[config.mk]
export PLATFORM = sky130hd
export DESIGN_NAME = axis_rr_arbiter
export DESIGN_NICKNAME = d
export VERILOG_FILES = /design/src/rtl/axis_rr_arbiter.sv
export SDC_FILE = /design/constraint.sdc
export NUM_CORES = 1
export LEC_CHECK = 0
export BUFFER_PORTS_ARGS = -buffer_cell sky130_fd_sc_hd__buf_2
export CORE_MARGIN = 3
export CORE_UTILIZATION = 35
export CTS_CLUSTER_DIAMETER = 30
export DETAILED_ROUTE_END_ITERATION = 10
export PLACE_DENSITY_LB_ADDON = 0.2
export SYNTH_ARGS = -nofsm -noshare
export SYNTH_HDL_FRONTEND = slang
export SYNTH_SLANG_ARGS = --single-unit
[constraint.sdc]
create_clock -name clk -period 1.95 [get_ports clk]
set_input_delay 0.195 -clock clk [delete_from_list [all_inputs] [get_ports clk]]
set_output_delay 0.195 -clock clk [all_outputs]
set_load 0.02 [all_outputs]
[src/rtl/axis_rr_arbiter.sv]
// axis_rr_arbiter: packet-granular round-robin merge of PORTS AXI-stream inputs onto one output
// through a registered output stage with a one-entry skid buffer.
module axis_rr_arbiter #(
  parameter int PORTS       = 4,
  parameter int DATA_WIDTH  = 8,
  parameter bit KEEP_ENABLE = (DATA_WIDTH > 8),
  parameter int KEEP_WIDTH  = DATA_WIDTH / 8,
  parameter int ID_WIDTH    = $clog2(PORTS)
) (
  input  logic                          clk,
  input  logic                          rst_n,
  input  logic [PORTS*DATA_WIDTH-1:0]   s_axis_tdata,
  input  logic [PORTS*KEEP_WIDTH-1:0]   s_axis_tkeep,
  input  logic [PORTS-1:0]              s_axis_tvalid,
  output logic [PORTS-1:0]              s_axis_tready,
  input  logic [PORTS-1:0]              s_axis_tlast,
  input  logic [PORTS-1:0]              s_axis_tuser,
  output logic [DATA_WIDTH-1:0]         m_axis_tdata,
  output logic [KEEP_WIDTH-1:0]         m_axis_tkeep,
  output logic                          m_axis_tvalid,
  input  logic                          m_axis_tready,
  output logic                          m_axis_tlast,
  output logic                          m_axis_tuser,
  output logic [ID_WIDTH-1:0]           m_axis_tid,
  output logic                          busy
);
  typedef enum logic {IDLE, ACTIVE} state_t;
  typedef struct packed {
    logic [DATA_WIDTH-1:0] data;
    logic [KEEP_WIDTH-1:0] keep;
    logic                  last;
    logic                  user;
    logic [ID_WIDTH-1:0]   id;
  } beat_t;
  state_t state_q, state_d;
  logic [ID_WIDTH-1:0] grant_q, grant_d, last_q, last_d, pick, idx;
  logic int_ready_q, int_ready_d, m_valid_q, m_valid_d, temp_valid_q, temp_valid_d;
  logic accept, to_main, to_temp, temp_to_main;
  logic [DATA_WIDTH-1:0] tdata_a [PORTS];
  logic [KEEP_WIDTH-1:0] tkeep_a [PORTS];
  beat_t in_beat, main_q, temp_q;
  for (genvar g = 0; g < PORTS; g++) begin : g_split
    assign tdata_a[g] = s_axis_tdata[g*DATA_WIDTH +: DATA_WIDTH];
    assign tkeep_a[g] = s_axis_tkeep[g*KEEP_WIDTH +: KEEP_WIDTH];
  end
  assign accept  = state_q == ACTIVE && int_ready_q && s_axis_tvalid[grant_q];
  assign in_beat = '{data: tdata_a[grant_q], keep: tkeep_a[grant_q], last: s_axis_tlast[grant_q],
                     user: s_axis_tuser[grant_q], id: grant_q};
  assign s_axis_tready = (state_q == ACTIVE && int_ready_q) ? PORTS'(1) << grant_q : '0;
  assign busy          = state_q == ACTIVE;
  assign m_axis_tvalid = m_valid_q;
  assign m_axis_tdata  = main_q.data;
  assign m_axis_tkeep  = KEEP_ENABLE ? main_q.keep : '1;
  assign m_axis_tlast  = main_q.last;
  assign m_axis_tuser  = main_q.user;
  assign m_axis_tid    = main_q.id;
  // Downward scan so the nearest requester above last_q is written last and wins.
  always_comb begin
    pick = grant_q;
    idx  = '0;
    for (int k = PORTS; k >= 1; k--) begin
      idx = ID_WIDTH'((int'(last_q) + k) % PORTS);
      if (s_axis_tvalid[idx]) pick = idx;
    end
  end
  always_comb begin
    state_d = state_q;
    grant_d = grant_q;
    last_d  = last_q;
    if (state_q == IDLE && |s_axis_tvalid) begin
      state_d = ACTIVE;
      grant_d = pick;
    end
    if (accept && s_axis_tlast[grant_q]) begin
      state_d = IDLE;
      last_d  = grant_q;
    end
  end
  // Upstream ready is registered, so a beat may land in temp while main is stalled.
  always_comb begin
    m_valid_d    = m_valid_q;
    temp_valid_d = temp_valid_q;
    to_main      = 1'b0;
    to_temp      = 1'b0;
    temp_to_main = 1'b0;
    int_ready_d  = m_axis_tready || (!temp_valid_q && (!m_valid_q || !accept));
    if (int_ready_q) begin
      if (m_axis_tready || !m_valid_q) begin
        m_valid_d = accept;
        to_main   = 1'b1;
      end else begin
        temp_valid_d = accept;
        to_temp      = 1'b1;
      end
    end else if (m_axis_tready) begin
      m_valid_d    = temp_valid_q;
      temp_valid_d = 1'b0;
      temp_to_main = 1'b1;
    end
  end
  always_ff @(posedge clk or negedge rst_n) begin
    if (!rst_n) begin
      state_q      <= IDLE;
      grant_q      <= '0;
      last_q       <= ID_WIDTH'(PORTS - 1);
      int_ready_q  <= 1'b0;
      m_valid_q    <= 1'b0;
      temp_valid_q <= 1'b0;
    end else begin
      state_q      <= state_d;
      grant_q      <= grant_d;
      last_q       <= last_d;
      int_ready_q  <= int_ready_d;
      m_valid_q    <= m_valid_d;
      temp_valid_q <= temp_valid_d;
    end
  end
  always_ff @(posedge clk) begin
    if (to_main) main_q <= in_beat;
    else if (temp_to_main) main_q <= temp_q;
    if (to_temp) temp_q <= in_beat;
  end
endmodule

==> flow_summary_export.csv, run 1 <==
group,metric,value,unit
die,core,4380,µm²
routing,ant_nets,0,
hold_path,hp-class,"primary input to register",
placed_design,dp_hpwl,2.83,mm
placed_design,placed_area,1990,µm²
finish,final_common_cell,"buf_2",
logic_synthesis,synth_edf_count,24,
logic_synthesis,synthTopCellsByArea,"edfxtp_1 (45%), mux4_2 (11%), dfrtp_1 (9.3%)",
placed_design,place.gp.congestion,0.844,
finish,drive_gt1_share,58.8,%
die,pin_count,70,
sta,min_period,1760,ps
logic_synthesis,synth.distinct_cells,34,
die,dieArea,5440,µm²
status,status,"complete, no violations",
finish,syn_to_final_growth,30.2,%
routing,dr_total_vias,1169,
routing,drtIter0Drc,43,
worst_setup_path,critPathLaunchType,"register",
clocking,cts_buffers,5,
pwr,power_leakage,0.902,nW
sta,fmax,569,MHz
routing,vias_per_cell,5.10,
die,die_y,73.8,µm
clocking,cts_setup_buffers,0,
global_route,antenna_found_initial,0,
routing,wl_per_cell,15.6,µm
worst_setup_path,max_stage_delay,530,ps
logic_synthesis,synth.top_cell.area_share,44.8,%
global_route,grt_pass1_wl,5.38,mm
sta,maxSlewHeadroom,60.2,%
clocking,clk_latency,280,ps
pwr,peakVddDrop,659,µV
logic_synthesis,yosysTopAreaCell,"edfxtp_1",
global_route,grt_max_degree,13,
finish,nNetsFinal,227,
sta,slew_viol_final,0,
pwr,power.share.combinational,45.5,%
die,dieWidth,73.8,µm
pwr,switchingPower,1.19,mW
clocking,cts_tree,"built",
logic_synthesis,synth-async-reset-ratio,25.0,%
worst_setup_path,crit_chain,"buf_4 -> mux4_2 -> mux2_2",
worst_setup_path,worst_ep_arrival_time,1790,ps
clocking,clkSlewWorstSetupHoldPaths,70,ps
placed_design,io_buffers,64,
clocking,cts_max_level,2,
pwr,clockPowerShare,15.6,%
run,cap_violations,0,
clocking,cts_root_buf,"clkbuf_8",
finish,final_area,2090,µm²
finish,antennaDiodeCount,0,
routing,route.detailed.drc,0,
pwr,cellPowerDensity,1600,nW/µm²
global_route,grt_pass1_vias,1163,
finish,layout_common_cells,"buf_2 (64), edfxtp_1 (24), mux2_2 (13)",
pwr,internal_power,2.16,mW
worst_setup_path,crit_fanout,7,
sta,fin_crit_sh,90.1,%
sta,tightestPinTransition,597,ps
global_route,overflow,0,
global_route,grt.met2_usage,22.9,%
pwr,swShare,35.5,%
clocking,cts.sinks,32,
sta,fin_ws,193,ps
global_route,grt_use_met3,4.65,%
placed_design,place_ws,177,ps
sta,setup_viol,0,
routing,first_pass_iters,4,
logic_synthesis,ys_seq_area_share,57.4,%
sta,finalSetupTns,0,ps
logic_synthesis,synth_nets,156,
sta,rsz0062_at_grt,"no",
logic_synthesis,synthFlopType,"edfxtp_1",
clocking,max-clock-path-buffers,2,
worst_setup_path,cp_slowest_cell,"mux4_2",
worst_setup_path,end_kind,"register",
sta,whs,204,ps
global_route,grt.busiest_layer,"met2",
die,start_util,36.7,%
worst_setup_path,critPathKind,"register to register",
global_route,use_met1,15.8,%
logic_synthesis,yosysWarnings,0,
global_route,gr-usage-all-layers,13.4,%
sta,hold_viol,0,
pwr,power.total,3.35,mW
logic_synthesis,syn_inst,105,
logic_synthesis,synth.cell_area,1610,µm²
worst_setup_path,reg2reg_setup_slack,190,ps
clocking,ctsResizeCount,0,
worst_setup_path,critPathRequiredTime,1990,ps
logic_synthesis,ys_ff_latch,32,
routing,wl,3.58,mm
die,rows,24,
sta,skew,5.41,ps
logic_synthesis,syn_area_per_cell,15.3,µm²
pwr,power_frac_seq,39.0,%
[power groups by stage]
stage	combinational [mW]	sequential, mW	clock [mW]
6_report	1.52	1.31	0.521
2_1_floorplan	0.969	1.45	0
3_5_place_dp	1.55	1.33	0
3_3_place_gp	1.51	1.32	0
4_1_cts	1.56	1.31	0.534
5_1_grt	1.66	1.34	0.572
[per-stage QoR]
step           cells  util (%)
2_1_floorplan    105         -
3_5_place_dp     220      45.4
6_report         229      47.7
3_3_place_gp     220      45.4
4_1_cts          229      47.7
5_1_grt          229      47.7
[cells by family after synthesis]
| kind of cell | count (synthesis) | synth area share, % |
|---|---|---|
| buffers and inverters | 11 | 4.67 |
| DFF | 32 | 57.4 |
| other | 1 | 0.233 |
| and+or+nand+nor | 20 | 6.07 |
| AOI/OAI and AO/OA | 15 | 6.15 |
| muxes | 26 | 25.4 |
[synth_stat cells, drive strengths merged (2+ instances only)]
cell type   n
mux2i       3
o21ai       4
inv         4
mux2       13
nand2       3
dfrtp       6
or3         2
buf         6
nor2        9
dfstp       2
mux4       10
edfxtp     24
a21oi       2
a31oi       2
[final timing paths]
path	from	end	cells after the start
setup / recovery	grant_q[0]$_DFFE_PN0P_	m_axis_tdata[6]$_DFFE_PP_	3
setup reg to reg	grant_q[0]$_DFFE_PN0P_	m_axis_tdata[6]$_DFFE_PP_	3
hold / removal	m_axis_tready	int_ready_q$_DFF_PN0_	2
min in group asynchronous	rst_n	int_ready_q$_DFF_PN0_	2
hold reg to reg	temp_q[1]$_DFFE_PP_	m_axis_tid[1]$_DFFE_PP_	2
max in group asynchronous	rst_n	last_q[1]$_DFFE_PN1P_	2
[flip-flops by register name (all words and copies together), names as in the netlist]
| name | flops |
|---|---|
| temp_q | 12 |
| m_axis_tdata | 8 |
| grant_q | 2 |
| last_q | 2 |
| m_axis_tid | 2 |
| busy | 1 |
| int_ready_q | 1 |
| m_axis_tlast | 1 |
| m_axis_tuser | 1 |
| m_axis_tvalid | 1 |
| temp_valid_q | 1 |
[what timing repair did]
action | 4_1_cts | 5_1_grt
endpoints found under the setup margin | 0 | 0
hold endpoints to repair | 8 | 0
hold buffers | 1 | 0
[cell type report]
| cell class | instances | area (µm²) |
|---|---|---|
| clock buffers | 6 | 82.6 |
| clock inverters | 2 | 10.0 |
| fillers | 414 | 2290 |
| inverters | 4 | 15.0 |
| multi-input cells | 62 | 609 |
| flip-flops and latches | 32 | 923 |
| well taps | 52 | 65.1 |
| repair buffers | 71 | 388 |
[critical path, delay by kind of cell (launching register included)]
| family | cells | cell delay (ps) |
|---|---|---|
| muxes | 2 | 800 |
| DFF | 1 | 470 |
| buffers and inverters | 1 | 230 |
[per-layer routing]
metal | wire (µm) | share of wire, %
met1 | 1360 | 38
met2 | 1930 | 54
met3 | 255 | 7.1
met4 | 41 | 1.1
met5 | 0 | 0
No activity file was read; power rests on OpenSTA's default activity.
==> run 2, diff against run 1 <==
CORE_UTILIZATION = 36   (was 35)
PLACE_DENSITY_LB_ADDON = 0.08   (was 0.2)
==> run 2 against run 1 <==
  * Flip-flop and latch count unchanged
  * Global-route usage down 0.22 points
  * Critical path type unchanged
  * Setup slack better by 92 ps
  * Fmax up 5.5%
  * Clock power up 32%
  * Total power up 4.8%
  * Count of clock-buffer cells in the layout up 1
  * Critical path depth unchanged
  * Clock skew down 4.1 ps
==> flow_summary_export.csv, run 2 (same netlist as run 1, synthesis figures left out) <==
group,metric,value,unit
status,status,"complete, no violations",
clocking,cts_max_level,2,
sta,hold_viol,0,
routing,drtIter0Drc,51,
global_route,grt_pass1_wl,5.31,mm
worst_setup_path,max_stage_delay,590,ps
hold_path,holdPathStages,2,
worst_setup_path,critPathRequiredTime,1980,ps
pwr,cellPowerDensity,1650,nW/µm²
die,pin_count,70,
clocking,clk_latency,280,ps
die,start_util,38.8,%
hold_path,hp-class,"primary input to register",
routing,ant_nets,0,
clocking,cts_setup_buffers,0,
global_route,grt_pass1_vias,1158,
worst_setup_path,end_kind,"register",
worst_setup_path,worst_ep_arrival_time,1700,ps
worst_setup_path,reg2reg_setup_slack,280,ps
routing,dr_total_vias,1159,
sta,tightestPinTransition,518,ps
routing,vias_per_cell,5.11,
die,dieArea,5300,µm²
worst_setup_path,cp_num_cells,3,
clocking,max-clock-path-buffers,2,
sta,setup_viol,0,
clocking,ctsResizeCount,0,
sta,fmax,600,MHz
global_route,antenna_found_initial,0,
worst_setup_path,crit_chain,"buf_12 -> mux4_1 -> mux2_2",
clocking,cts_root_buf,"clkbuf_8",
clocking,cts_buffers,5,
finish,layout_common_cells,"buf_2 (64), edfxtp_1 (24), mux2_2 (13)",
routing,wl,3.43,mm
finish,syn_to_final_growth,32.1,%
sta,rsz0062_at_grt,"no",
sta,fin_ws,285,ps
placed_design,place_ws,301,ps
worst_setup_path,critPathLaunchType,"register",
finish,largest_register_ffs,12,
routing,wl_per_cell,15.1,µm
die,core,4140,µm²
run,cap_violations,0,
sta,slew_viol_final,0,
sta,fin_crit_sh,85.4,%
pwr,power_leakage,0.916,nW
finish,fin_util,51.3,%
worst_setup_path,critPathKind,"register to register",
clocking,cts_tree,"built",
finish,drive_gt1_share,58.8,%
worst_setup_path,cp-startpoint,"grant_q[0]$_DFFE_PN0P_",
clocking,cts_hold_buf,1,
die,dieWidth,72.8,µm
worst_setup_path,path_delay_family,"multiplexers",
sta,finalSetupTns,0,ps
pwr,peakVddDrop,717,µV
worst_setup_path,reg2regPathDepth,3,
global_route,gr-usage-all-layers,13.1,%
sta,skew,1.33,ps
placed_design,place.gp.congestion,0.815,
finish,nNetsFinal,227,
worst_setup_path,cp-endpoint,"m_axis_tuser$_DFFE_PP_",
global_route,overflow,0,
finish,largest_register,"temp_q",
finish,final_common_cell,"buf_2",
worst_setup_path,crit_buf_inv,1,
sta,min_period,1670,ps
clocking,clkSlewWorstSetupHoldPaths,60,ps
sta,whs,191,ps
worst_setup_path,cp_slowest_cell,"mux4_1",
routing,first_pass_iters,4,
placed_design,io_buffers,64,
worst_setup_path,r2r-end,"m_axis_tuser$_DFFE_PP_",
die,die_y,72.8,µm
worst_setup_path,crit_fanout,11,
sta,maxSlewHeadroom,65.5,%
die,rows,23,
finish,antennaDiodeCount,0,
placed_design,dp_hpwl,2.56,mm
global_route,grt_max_degree,15,
routing,route.detailed.drc,0,
worst_setup_path,worstReg2RegStart,"grant_q[0]$_DFFE_PN0P_",
clocking,cts.sinks,32,
## run 2: changes by cell type in the layout (fill, tap and decap cells not counted)
cell	change
bufinv_16	+1
clkbuf_8	+1
clkinv_2	-2
## run 2: power by group
part	leakage (nW)	total [mW]	internal [mW]	switching, mW
Clock	0.0645	0.686	0.451	0.236
Sequential	0.321	1.30	1.15	0.144
Combinational	0.530	1.53	0.727	0.803
Total	0.916	3.51	2.33	1.18
## run 2: layout make-up
class | instances | area, µm²
clock inverter | 1 | 30.0
fill | 385 | 2020
multi-input combinational | 62 | 609
sequential | 32 | 923
inverter | 4 | 15.0
timing repair buffer | 71 | 388
clock buffer | 7 | 96.3
tap | 50 | 62.6
## run 2: metrics by stage
step / std cells / instance area [µm²] / power, mW
floorplan: 105 / 1610 / 2.42
global placement: 218 / 1990 / 2.82
detailed placement: 218 / 1990 / 2.86
CTS: 227 / 2120 / 3.57
global route: 227 / 2120 / 3.73
finish: 227 / 2120 / 3.51
## run 2: worst reg2reg max path: stages (launching register included)
cell and delay [ps]:
dfrtp_1 390, buf_12 160, mux4_1 600, mux2_2 280
## run 2: worst min path at each step
stage,startpoint,end
4_1_cts,m_axis_tready,int_ready_q$_DFF_PN0_
2_1_floorplan,rst_n,busy$_DFFE_PN0P_
3_5_place_dp,rst_n,grant_q[1]$_DFFE_PN0P_
3_3_place_gp,rst_n,grant_q[1]$_DFFE_PN0P_
6_report,m_axis_tready,int_ready_q$_DFF_PN0_
5_1_grt,m_axis_tready,int_ready_q$_DFF_PN0_
## run 2: metal layers
metal | GRT usage, % | routed length, µm | up-vias
met2 | 22.0 | 1690 | 46
met5 | 0 | 0 | -
met1 | 15.6 | 1480 | 557
met3 | 4.41 | 246 | 2
met4 | 4.92 | 13 | 0
li1 | - | - | 554
==> run 3, diff against run 2 <==
CORE_MARGIN = unset   (was 3)
PLACE_DENSITY = 0.62   (was unset)
PLACE_DENSITY_LB_ADDON = unset   (was 0.08)
==> run 3 against run 2 <==
  * Final area shrank 2.2%
  * Setup slack lost 66 ps
  * Count of clock-buffer cells in the layout shrank 1
  * Wire length shrank 4.5%
  * Global-route usage grew 1.1 points
  * Sequential power is essentially flat
  * Highest routed layer unchanged
==> flow_summary_export.csv, run 3 (same netlist as run 1, synthesis figures left out) <==
group,metric,value,unit
status,status,"complete, no violations",
worst_setup_path,crit_fanout,10,
sta,rsz0062_at_grt,"no",
global_route,gr-usage-all-layers,14.2,%
pwr,cellPowerDensity,1630,nW/µm²
finish,final_area,2080,µm²
die,start_util,38.8,%
pwr,power_leakage,0.891,nW
global_route,antenna_found_initial,0,
worst_setup_path,crit_chain,"buf_4 -> mux4_1 -> mux2_2",
worst_setup_path,critPathLaunchType,"register",
clocking,clkSlewWorstSetupHoldPaths,70,ps
die,pin_count,70,
sta,whs,203,ps
sta,min_period,1730,ps
worst_setup_path,end_kind,"register",
routing,route.detailed.drc,0,
worst_setup_path,critPathKind,"register to register",
global_route,grt_max_degree,15,
clocking,cts_buffers,5,
sta,hold_viol,0,
sta,maxSlewHeadroom,61.1,%
clocking,cts_max_level,2,
worst_setup_path,cp-startpoint,"grant_q[0]$_DFFE_PN0P_",
finish,antennaDiodeCount,0,
worst_setup_path,worstReg2RegStart,"grant_q[0]$_DFFE_PN0P_",
die,dieWidth,68.8,µm
sta,slew_viol_final,0,
finish,nNetsFinal,225,
finish,largest_register,"temp_q",
global_route,grt_pass1_wl,4.62,mm
hold_path,hp-class,"primary input to register",
routing,ant_nets,0,
sta,fmax,578,MHz
worst_setup_path,cp_slowest_cell,"mux4_1",
finish,fillCellCount,387,
sta,setup_viol,0,
worst_setup_path,critPathRequiredTime,1990,ps
finish,fin_cells,225,
worst_setup_path,worst_ep_arrival_time,1770,ps
die,rows,23,
finish,layout_common_cells,"buf_2 (64), edfxtp_1 (24), mux2_2 (13)",
clocking,cts.sinks,32,
finish,drive_gt1_share,57.7,%
placed_design,io_buffers,64,
clocking,clk_latency,280,ps
clocking,cts_tree,"built",
finish,syn_to_final_growth,29.3,%
finish,final_common_cell,"buf_2",
die,dieArea,4740,µm²
sta,finalSetupTns,0,ps
routing,vias_per_cell,5.11,
routing,wl,3.27,mm
pwr,peakVddDrop,623,µV
pwr,power.total,3.39,mW
worst_setup_path,crit_buf_inv,1,
clocking,max-clock-path-buffers,2,
routing,dr_total_vias,1149,
sta,skew,4.52,ps
sta,fin_crit_sh,88.8,%
worst_setup_path,path_delay_family,"multiplexers",
routing,first_pass_iters,4,
global_route,overflow,0,
placed_design,place.gp.congestion,0.742,
run,cap_violations,0,
sta,tightestPinTransition,583,ps
die,core,4140,µm²
global_route,grt_pass1_vias,1050,
finish,largest_register_ffs,12,
die,die_y,68.8,µm
worst_setup_path,max_stage_delay,620,ps
placed_design,placed_area,1960,µm²
hold_path,hp-start,"m_axis_tready",
clocking,cts_root_buf,"clkbuf_8",
routing,drtIter0Drc,75,
placed_design,dp_cells,216,
placed_design,dp_hpwl,2.47,mm
routing,wl_per_cell,14.5,µm
run 3: changes by cell type in the layout (fill, tap and decap cells not counted):
| cell | change |
|---|---|
| clkbuf_1 | +1 |
| clkbuf_8 | -2 |
| buf_4 | -1 |
| clkinv_2 | +1 |
| buf_12 | -1 |
run 3: metal layers:
metal | global-route usage, % | part of all wire (%) | vias up
met5 | 0 | 0 | -
met4 | 9.18 | 2.2 | 0
met3 | 3.13 | 5.2 | 7
met2 | 24.4 | 51 | 40
met1 | 15.8 | 41 | 558
li1 | - | - | 544
run 3: final timing paths:
path,end,slack [ps],depth (start not counted)
min in group asynchronous,m_axis_tvalid$_DFFE_PN0P_,280,2
worst min-delay path,int_ready_q$_DFF_PN0_,200,2
worst min register to register,m_axis_tid[1]$_DFFE_PP_,530,2
max in group asynchronous,last_q[0]$_DFFE_PN1P_,1440,2
worst max-delay path,m_axis_tuser$_DFFE_PP_,220,3
worst max register to register,m_axis_tuser$_DFFE_PP_,220,3
run 3: power breakdown:
group	leakage [nW]	switching [mW]	internal (mW)
Clock	0.0552	0.231	0.379
Sequential	0.321	0.145	1.15
Combinational	0.514	0.801	0.683
run 3: layout make-up:
class,instances,area [µm²],share of cell area (%)
inverter,4,15.0,0.722
clock inverter,2,35.0,1.69
timing repair buffer,69,360,17.3
tap,50,62.6,3.01
clock buffer,6,72.6,3.49
sequential,32,923,44.4
multi-input combinational,62,609,29.3
run 3: metrics by stage:
step	utilization (%)	setup slack (ps)
final	50.2	219
after global routing	50.2	148
after CTS	50.2	204
after detailed placement	47.3	229
after global placement	47.3	267
after floorplan	-	265
run 3: repair_timing:
action	in CTS	in global routing
gates resized for setup	0	0
endpoints found under the hold margin	8	0
setup buffers	0	0
hold buffers	1	0
